--- src/rtl/stack_frame_pkg.sv ---
// Shared types and width helpers for the frame stack controller.
package stack_frame_pkg;

    typedef enum logic [1:0] {
        ST_IDLE    = 2'd0,
        ST_PUSH    = 2'd1,
        ST_POP     = 2'd2,
        ST_CONFIRM = 2'd3
    } state_e;

    // Width of a counter holding 0..depth frames
    function automatic int unsigned lvl_w(input int unsigned depth);
        return $clog2(depth + 1);
    endfunction

    function automatic int unsigned addr_w(input int unsigned depth, input int unsigned fields);
        return (depth * fields > 1) ? $clog2(depth * fields) : 1;
    endfunction

    function automatic int unsigned idx_w(input int unsigned fields);
        return (fields > 1) ? $clog2(fields) : 1;
    endfunction

endpackage

--- src/rtl/stack_frame_ram.sv ---
// Frame storage: flat register array, synchronous write, asynchronous read, no reset.
module stack_frame_ram #(
    parameter int unsigned DATA_W = 8,
    parameter int unsigned WORDS  = 48,
    parameter int unsigned ADDR_W = 6
) (
    input  logic              clk,
    input  logic              we,
    input  logic [ADDR_W-1:0] waddr,
    input  logic [DATA_W-1:0] wdata,
    input  logic [ADDR_W-1:0] raddr,
    output logic [DATA_W-1:0] rdata
);

    logic [DATA_W-1:0] mem_q [WORDS];

    always_ff @(posedge clk) begin
        if (we) begin
            mem_q[waddr] <= wdata;
        end
    end

    assign rdata = mem_q[raddr];

endmodule

--- src/rtl/stack_frame_ctrl.sv ---
// Call-frame stack controller: pushes/pops FIELDS-word frames one field per cycle.
// Optional STACK_PEEK_EN adds peek_req, which replays the top frame without popping it.
module stack_frame_ctrl
    import stack_frame_pkg::*;
#(
    parameter  int unsigned DATA_W = 8,
    parameter  int unsigned FIELDS = 3,
    parameter  int unsigned DEPTH  = 16,
    localparam int unsigned LVL_W  = lvl_w(DEPTH)
) (
    input  logic                     clk,
    input  logic                     rst_n,
    input  logic                     push_req,
    input  logic                     pop_req,
    input  logic [FIELDS*DATA_W-1:0] push_data,
`ifdef STACK_PEEK_EN
    input  logic                     peek_req,
`endif
    output logic                     ready,
    output logic [FIELDS-1:0]        field_en,
    output logic [DATA_W-1:0]        pop_field,
    output logic [FIELDS*DATA_W-1:0] pop_data,
    output logic                     pop_valid,
    output logic                     full,
    output logic                     empty,
    output logic [LVL_W-1:0]         level,
    output logic                     overflow,
    output logic                     underflow
);

    localparam int unsigned ADDR_W  = addr_w(DEPTH, FIELDS);
    localparam int unsigned IDX_W   = idx_w(FIELDS);
    localparam int unsigned FRAME_W = FIELDS * DATA_W;
    localparam int unsigned WORDS   = DEPTH * FIELDS;

    localparam logic [IDX_W-1:0] IDX_LAST = IDX_W'(FIELDS - 1);
    localparam logic [LVL_W-1:0] LVL_MAX  = LVL_W'(DEPTH);

    state_e             state_q, state_d;
    logic [IDX_W-1:0]   idx_q, idx_d;
    logic [LVL_W-1:0]   level_q, level_d;
    logic               full_q, full_d;
    logic               empty_q, empty_d;
    logic [FRAME_W-1:0] hold_q, hold_d;
    logic [FRAME_W-1:0] asm_q, asm_d;
    logic [FRAME_W-1:0] pop_data_q, pop_data_d;
    logic               pop_valid_q, pop_valid_d;
    logic               overflow_q, overflow_d;
    logic               underflow_q, underflow_d;
`ifdef STACK_PEEK_EN
    logic               peek_q, peek_d;
`endif

    logic               mem_we;
    logic [ADDR_W-1:0]  wr_addr;
    logic [ADDR_W-1:0]  rd_addr;
    logic [DATA_W-1:0]  wr_data;
    logic [DATA_W-1:0]  rd_data;

    // Push writes above the top frame; pop reads the top frame (level-1).
    always_comb begin
        wr_addr = ADDR_W'(int'(level_q) * int'(FIELDS) + int'(idx_q));
        rd_addr = ADDR_W'((int'(level_q) - 1) * int'(FIELDS) + int'(idx_q));
        wr_data = hold_q[int'(idx_q) * int'(DATA_W) +: DATA_W];
        mem_we  = (state_q == ST_PUSH);
    end

    stack_frame_ram #(
        .DATA_W (DATA_W),
        .WORDS  (WORDS),
        .ADDR_W (ADDR_W)
    ) u_ram (
        .clk   (clk),
        .we    (mem_we),
        .waddr (wr_addr),
        .wdata (wr_data),
        .raddr (rd_addr),
        .rdata (rd_data)
    );

    // Next-state and next-output logic
    always_comb begin
        state_d     = state_q;
        idx_d       = idx_q;
        level_d     = level_q;
        hold_d      = hold_q;
        asm_d       = asm_q;
        pop_data_d  = pop_data_q;
        pop_valid_d = 1'b0;
        overflow_d  = 1'b0;
        underflow_d = 1'b0;
`ifdef STACK_PEEK_EN
        peek_d      = peek_q;
`endif

        unique case (state_q)
            ST_IDLE: begin
                if (pop_req) begin
                    if (empty_q) begin
                        underflow_d = 1'b1;
                    end else begin
                        state_d = ST_POP;
                        idx_d   = IDX_LAST;
`ifdef STACK_PEEK_EN
                        peek_d  = 1'b0;
`endif
                    end
                end else if (push_req) begin
                    if (full_q) begin
                        overflow_d = 1'b1;
                    end else begin
                        hold_d  = push_data;
                        state_d = ST_PUSH;
                        idx_d   = '0;
                    end
                end
`ifdef STACK_PEEK_EN
                else if (peek_req) begin
                    if (empty_q) begin
                        underflow_d = 1'b1;
                    end else begin
                        state_d = ST_POP;
                        idx_d   = IDX_LAST;
                        peek_d  = 1'b1;
                    end
                end
`endif
            end

            ST_PUSH: begin
                if (idx_q == IDX_LAST) begin
                    state_d = ST_CONFIRM;
                    idx_d   = '0;
                    level_d = level_q + LVL_W'(1);
                end else begin
                    idx_d = idx_q + IDX_W'(1);
                end
            end

            ST_POP: begin
                // Assemble in a shadow so pop_data stays stable until the frame is complete
                asm_d[int'(idx_q) * int'(DATA_W) +: DATA_W] = rd_data;
                if (idx_q == '0) begin
                    state_d     = ST_CONFIRM;
                    pop_data_d  = asm_d;
                    pop_valid_d = 1'b1;
`ifdef STACK_PEEK_EN
                    if (!peek_q) begin
                        level_d = level_q - LVL_W'(1);
                    end
`else
                    level_d = level_q - LVL_W'(1);
`endif
                end else begin
                    idx_d = idx_q - IDX_W'(1);
                end
            end

            ST_CONFIRM: begin
                state_d = ST_IDLE;
            end

            default: begin
                state_d = ST_IDLE;
            end
        endcase

        full_d  = (level_d == LVL_MAX);
        empty_d = (level_d == '0);
    end

    always_ff @(posedge clk or negedge rst_n) begin
        if (!rst_n) begin
            state_q     <= ST_IDLE;
            idx_q       <= '0;
            level_q     <= '0;
            full_q      <= 1'b0;
            empty_q     <= 1'b1;
            hold_q      <= '0;
            asm_q       <= '0;
            pop_data_q  <= '0;
            pop_valid_q <= 1'b0;
            overflow_q  <= 1'b0;
            underflow_q <= 1'b0;
`ifdef STACK_PEEK_EN
            peek_q      <= 1'b0;
`endif
        end else begin
            state_q     <= state_d;
            idx_q       <= idx_d;
            level_q     <= level_d;
            full_q      <= full_d;
            empty_q     <= empty_d;
            hold_q      <= hold_d;
            asm_q       <= asm_d;
            pop_data_q  <= pop_data_d;
            pop_valid_q <= pop_valid_d;
            overflow_q  <= overflow_d;
            underflow_q <= underflow_d;
`ifdef STACK_PEEK_EN
            peek_q      <= peek_d;
`endif
        end
    end

    // Strobes decode directly from the state/index registers
    assign ready     = (state_q == ST_IDLE);
    assign field_en  = (state_q == ST_POP) ? (FIELDS'(1) << idx_q) : '0;
    assign pop_field = (state_q == ST_POP) ? rd_data : '0;
    assign pop_data  = pop_data_q;
    assign pop_valid = pop_valid_q;
    assign full      = full_q;
    assign empty     = empty_q;
    assign level     = level_q;
    assign overflow  = overflow_q;
    assign underflow = underflow_q;

endmodule

--- config.mk ---
export PLATFORM = sky130hd
export DESIGN_NAME = stack_frame_ctrl
export DESIGN_NICKNAME = d
export VERILOG_FILES = /design/src/rtl/stack_frame_pkg.sv /design/src/rtl/stack_frame_ram.sv /design/src/rtl/stack_frame_ctrl.sv
export SDC_FILE = /design/constraint.sdc
export NUM_CORES = 1
export LEC_CHECK = 0
export BUFFER_PORTS_ARGS = -buffer_cell sky130_fd_sc_hd__buf_2
export CAP_MARGIN = 0
export CELL_PAD_IN_SITES_DETAIL_PLACEMENT = 1
export CELL_PAD_IN_SITES_GLOBAL_PLACEMENT = 1
export CORE_UTILIZATION = 35
export CTS_CLUSTER_SIZE = 30
export DETAILED_ROUTE_END_ITERATION = 8
export PLACE_DENSITY = 0.67
export SYNTH_ARGS = -nofsm -noshare
export SYNTH_HDL_FRONTEND = slang
export SYNTH_SLANG_ARGS = --single-unit
export TNS_END_PERCENT = 20
--- constraint.sdc ---
create_clock -name clk -period 9.7 [get_ports clk]
set_input_delay 0.97 -clock clk [delete_from_list [all_inputs] [get_ports clk]]
set_output_delay 0.97 -clock clk [all_outputs]
set_load 0.005 [all_outputs]
==> results.py <==
metrics = {
    "synth": {
        "yosysTopAreaCellShare_pct": 57.25,
        "synth_nets": 1269,
        "synth_area_leader_cell": "edfxtp_1",
        "syn_area_um2": 20140,
        "syn_inst": 1201,
        "async_flop_share_pct": 18.30,
        "ys.flop_type": "edfxtp_1",
        "netlist_top_cells_area": "edfxtp_1, mux4_2, dfrtp_1, ha_1, mux2i_1",
        "synth-edff-count": 384,
        "yosys_warnings": 0,
        "ys_seq_elements": 470,
        "ys_seq_area_share_pct": 67.94,
        "avgSynthCellArea_um2": 16.77,
        "synth_cell_type_count": 67,
    },
    "placed_design": {
        "io_buffers": 73,
        "hpwl_um": 31730,
        "globalplace.congestion": 0.8151,
        "dp_slack_ns": 3.205,
    },
    "critical_path": {
        "criticalPathCategory": "flop to output port",
        "cp_max_fo": 40,
        "cp_data_required_time_ns": 8.73,
        "cp.arrival_ns": 6.12,
        "start_kind": "flop",
        "worst_r2r_path_depth": 14,
        "worstSetupEndpointType": "output port",
    },
    "die": {
        "dieHeight_um": 241.9,
        "start_util_pct": 35.58,
        "io-pin-count": 74,
        "die_area_um2": 58510,
        "die_w_um": 241.9,
        "design.core.area_um2": 56600,
        "rows": 87,
    },
    "timing": {
        "slew-limit-headroom_pct": 16.37,
        "period_needed_ns": 7.091,
        "skew_ns": 0.03162,
        "setup_violations": 0,
        "fmax_ghz": 0.1410,
        "rsz0062_at_grt": "no",
        "fin_ws_ns": 2.609,
        "fin_crit_sh_pct": 73.10,
        "drv_slew": 0,
        "tightest_slew_ns": 1.250,
        "fin_setup_tns_ns": 0,
        "hold_viol": 0,
    },
    "finish": {
        "num_antenna_cells": 0,
        "seq_area_um2": 13680,
        "final_util_pct": 40.37,
        "fillers": 5648,
        "multi_input_comb_area_um2": 6161,
        "syn_to_final_growth_pct": 13.45,
        "drive_above_1_share_pct": 24.26,
        "fin_nets": 1350,
    },
    "flow_run": {
        "cap_violations": 0,
    },
    "cts": {
        "clk_pin_slew_ns": 0.07,
        "cts.sinks": 470,
        "clk_latency_ns": 0.60,
        "postCtsSetupBuffers": 0,
        "h-tree-depth": 2,
        "ctsResizeCount": 0,
        "cts_tree": "done",
        "clockBufferDepth": 3,
        "cts_root_buf": "clkbuf_16",
        "cts_hold_buf": 0,
        "cts_made_buffers": 48,
    },
    "drt": {
        "vias": 10927,
        "drtAntennaViolNets": 0,
        "viasPerCell": 5.266,
        "drc": 0,
        "wl_per_cell_um": 23.78,
        "drt-initial-drc-count": 856,
        "firstDrtPassIters": 6,
        "wl_um": 49350,
    },
    "status": {
        "status": "complete, no violations",
    },
    "global_route": {
        "grt_max_degree": 68,
        "grt_usage_pct": 17.16,
        "grt_pass1_wl_um": 75670,
        "grt_pass1_vias": 11879,
        "grt-ovfl-total": 0,
        "antenna_found_initial": 0,
    },
    "worst_hold_path": {
        "hold_path.class": "input pin to asynchronous set/reset pin",
    },
}
-- worst paths after layout --
path / startpoint / to / slack [ns]
max in group asynchronous: rst_n / hold_q[11] / 8.27
hold / removal: rst_n / asm_q[19] / 0.25
min in group clk: asm_q[2] / asm_q[2] / 0.46
hold reg to reg: asm_q[2] / asm_q[2] / 0.46
setup reg to reg: level[0] / asm_q[1] / 3.81
setup / recovery: level[0] / pop_field[4] / 2.61
-- per-stage QoR --
step	instances	cell area [um^2]	hold WS [ns]
detailed placement	1988	21380	0.4523
CTS	2075	22850	0.2225
floorplan	1201	20140	0.4306
finish	2075	22850	0.2463
global route	2075	22850	0.2499
global placement	1988	21380	0.4419
-- cell usage after synthesis (all sizes together), types with 5 or more instances --
| cell | instances |
|---|---|
| a2111oi | 7 |
| a211oi | 11 |
| a21o | 5 |
| a21oi | 17 |
| a221o | 15 |
| a2bb2o | 6 |
| and2 | 8 |
| buf | 38 |
| clkbuf | 22 |
| dfrtp | 85 |
| edfxtp | 384 |
| ha | 37 |
| inv | 22 |
| mux2 | 35 |
| mux2i | 43 |
| mux4 | 96 |
| nand2 | 101 |
| nand2b | 17 |
| nand3 | 20 |
| nor2 | 70 |
| nor2b | 14 |
| nor3 | 7 |
| nor3b | 8 |
| nor4 | 13 |
| o211ai | 5 |
| o21a | 6 |
| o21ai | 40 |
| o22ai | 15 |
| xnor2 | 7 |
| xor2 | 5 |
-- cell type report --
class | instances | area share (%)
multi-input combinational | 648 | 26.96
sequential | 470 | 59.89
timing repair buffer | 91 | 2.201
clock buffer | 63 | 5.760
inverter | 23 | 0.3778
tap | 756 | 4.140
clock inverter | 24 | 0.6735
-- routing by layer --
| metal | up-vias | share of wire, % | wire length (um) | GRT usage [%] |
|---|---|---|---|---|
| li1 | 4882 | - | - | - |
| met1 | 5713 | 44 | 21920 | 23.26 |
| met2 | 251 | 48 | 23850 | 28.06 |
| met3 | 81 | 4.1 | 2034 | 2.736 |
| met4 | 0 | 3.1 | 1546 | 6.013 |
| met5 | - | 0 | 0 | 0 |
-- critical path: stages (launching register included) --
cell and delay [ns]:
dfrtp_1 0.62, inv_1 0.19, ha_1 0.32, xor2_1 0.23
ha_1 0.28, ha_1 0.30, inv_1 0.06, fa_4 1.29
buf_4 0.55, mux4_2 0.30, mux2i_1 0.08, mux2i_1 0.60
nand3_1 0.15, o21ai_1 0.20, o21a_1 0.20, buf_2 0.13
-- flip-flops by register name, summed over array words and instances, names as in the netlist --
name and count:
asm_q 24, empty 1, full 1, hold_q 24, idx_q 2, level 5
overflow 1, pop_data 24, pop_valid 1, state_q 2, u_ram.mem_q 384, underflow 1
-- cell usage in the layout, fill, tap and decap left out, types with 5 or more instances in the layout --
cell / Yosys / layout
edfxtp_1: 384 / 384
nand2_1: 101 / 101
mux4_2: 96 / 96
dfrtp_1: 85 / 85
buf_2: 17 / 72
nor2_1: 67 / 66
clkbuf_16: 0 / 49
mux2i_1: 43 / 43
ha_1: 37 / 35
mux2_2: 34 / 34
o21ai_0: 35 / 27
inv_1: 21 / 20
nand3_1: 20 / 20
buf_4: 11 / 19
nand2b_1: 16 / 16
o22ai_1: 15 / 15
a21oi_1: 15 / 15
a221o_1: 15 / 15
nor2b_1: 14 / 14
nor4_1: 12 / 12
a211oi_1: 11 / 11
clkinv_2: 0 / 11
clkinv_1: 1 / 10
clkbuf_1: 22 / 9
o21ai_4: 0 / 8
and2_1: 8 / 8
nor3b_1: 8 / 8
nor3_1: 7 / 7
a2111oi_0: 7 / 7
a2bb2o_1: 6 / 6
o21a_1: 6 / 6
xor2_1: 5 / 5
a21o_1: 5 / 5
xnor2_1: 6 / 5
-- cell families after synthesis --
group | share of synthesized area (%)
AO/OA/AOI/OAI | 5.392
XOR/XNOR | 0.8013
adder cells (fa/ha/maj) | 2.597
buffers and inverters | 2.081
flip-flops | 67.94
multiplexers | 14.83
AND/OR/NAND/NOR | 6.361
Power is left out: the tool's default activity adds up to more than one toggle a clock period on the data nets, which glitch-free logic cannot reach.
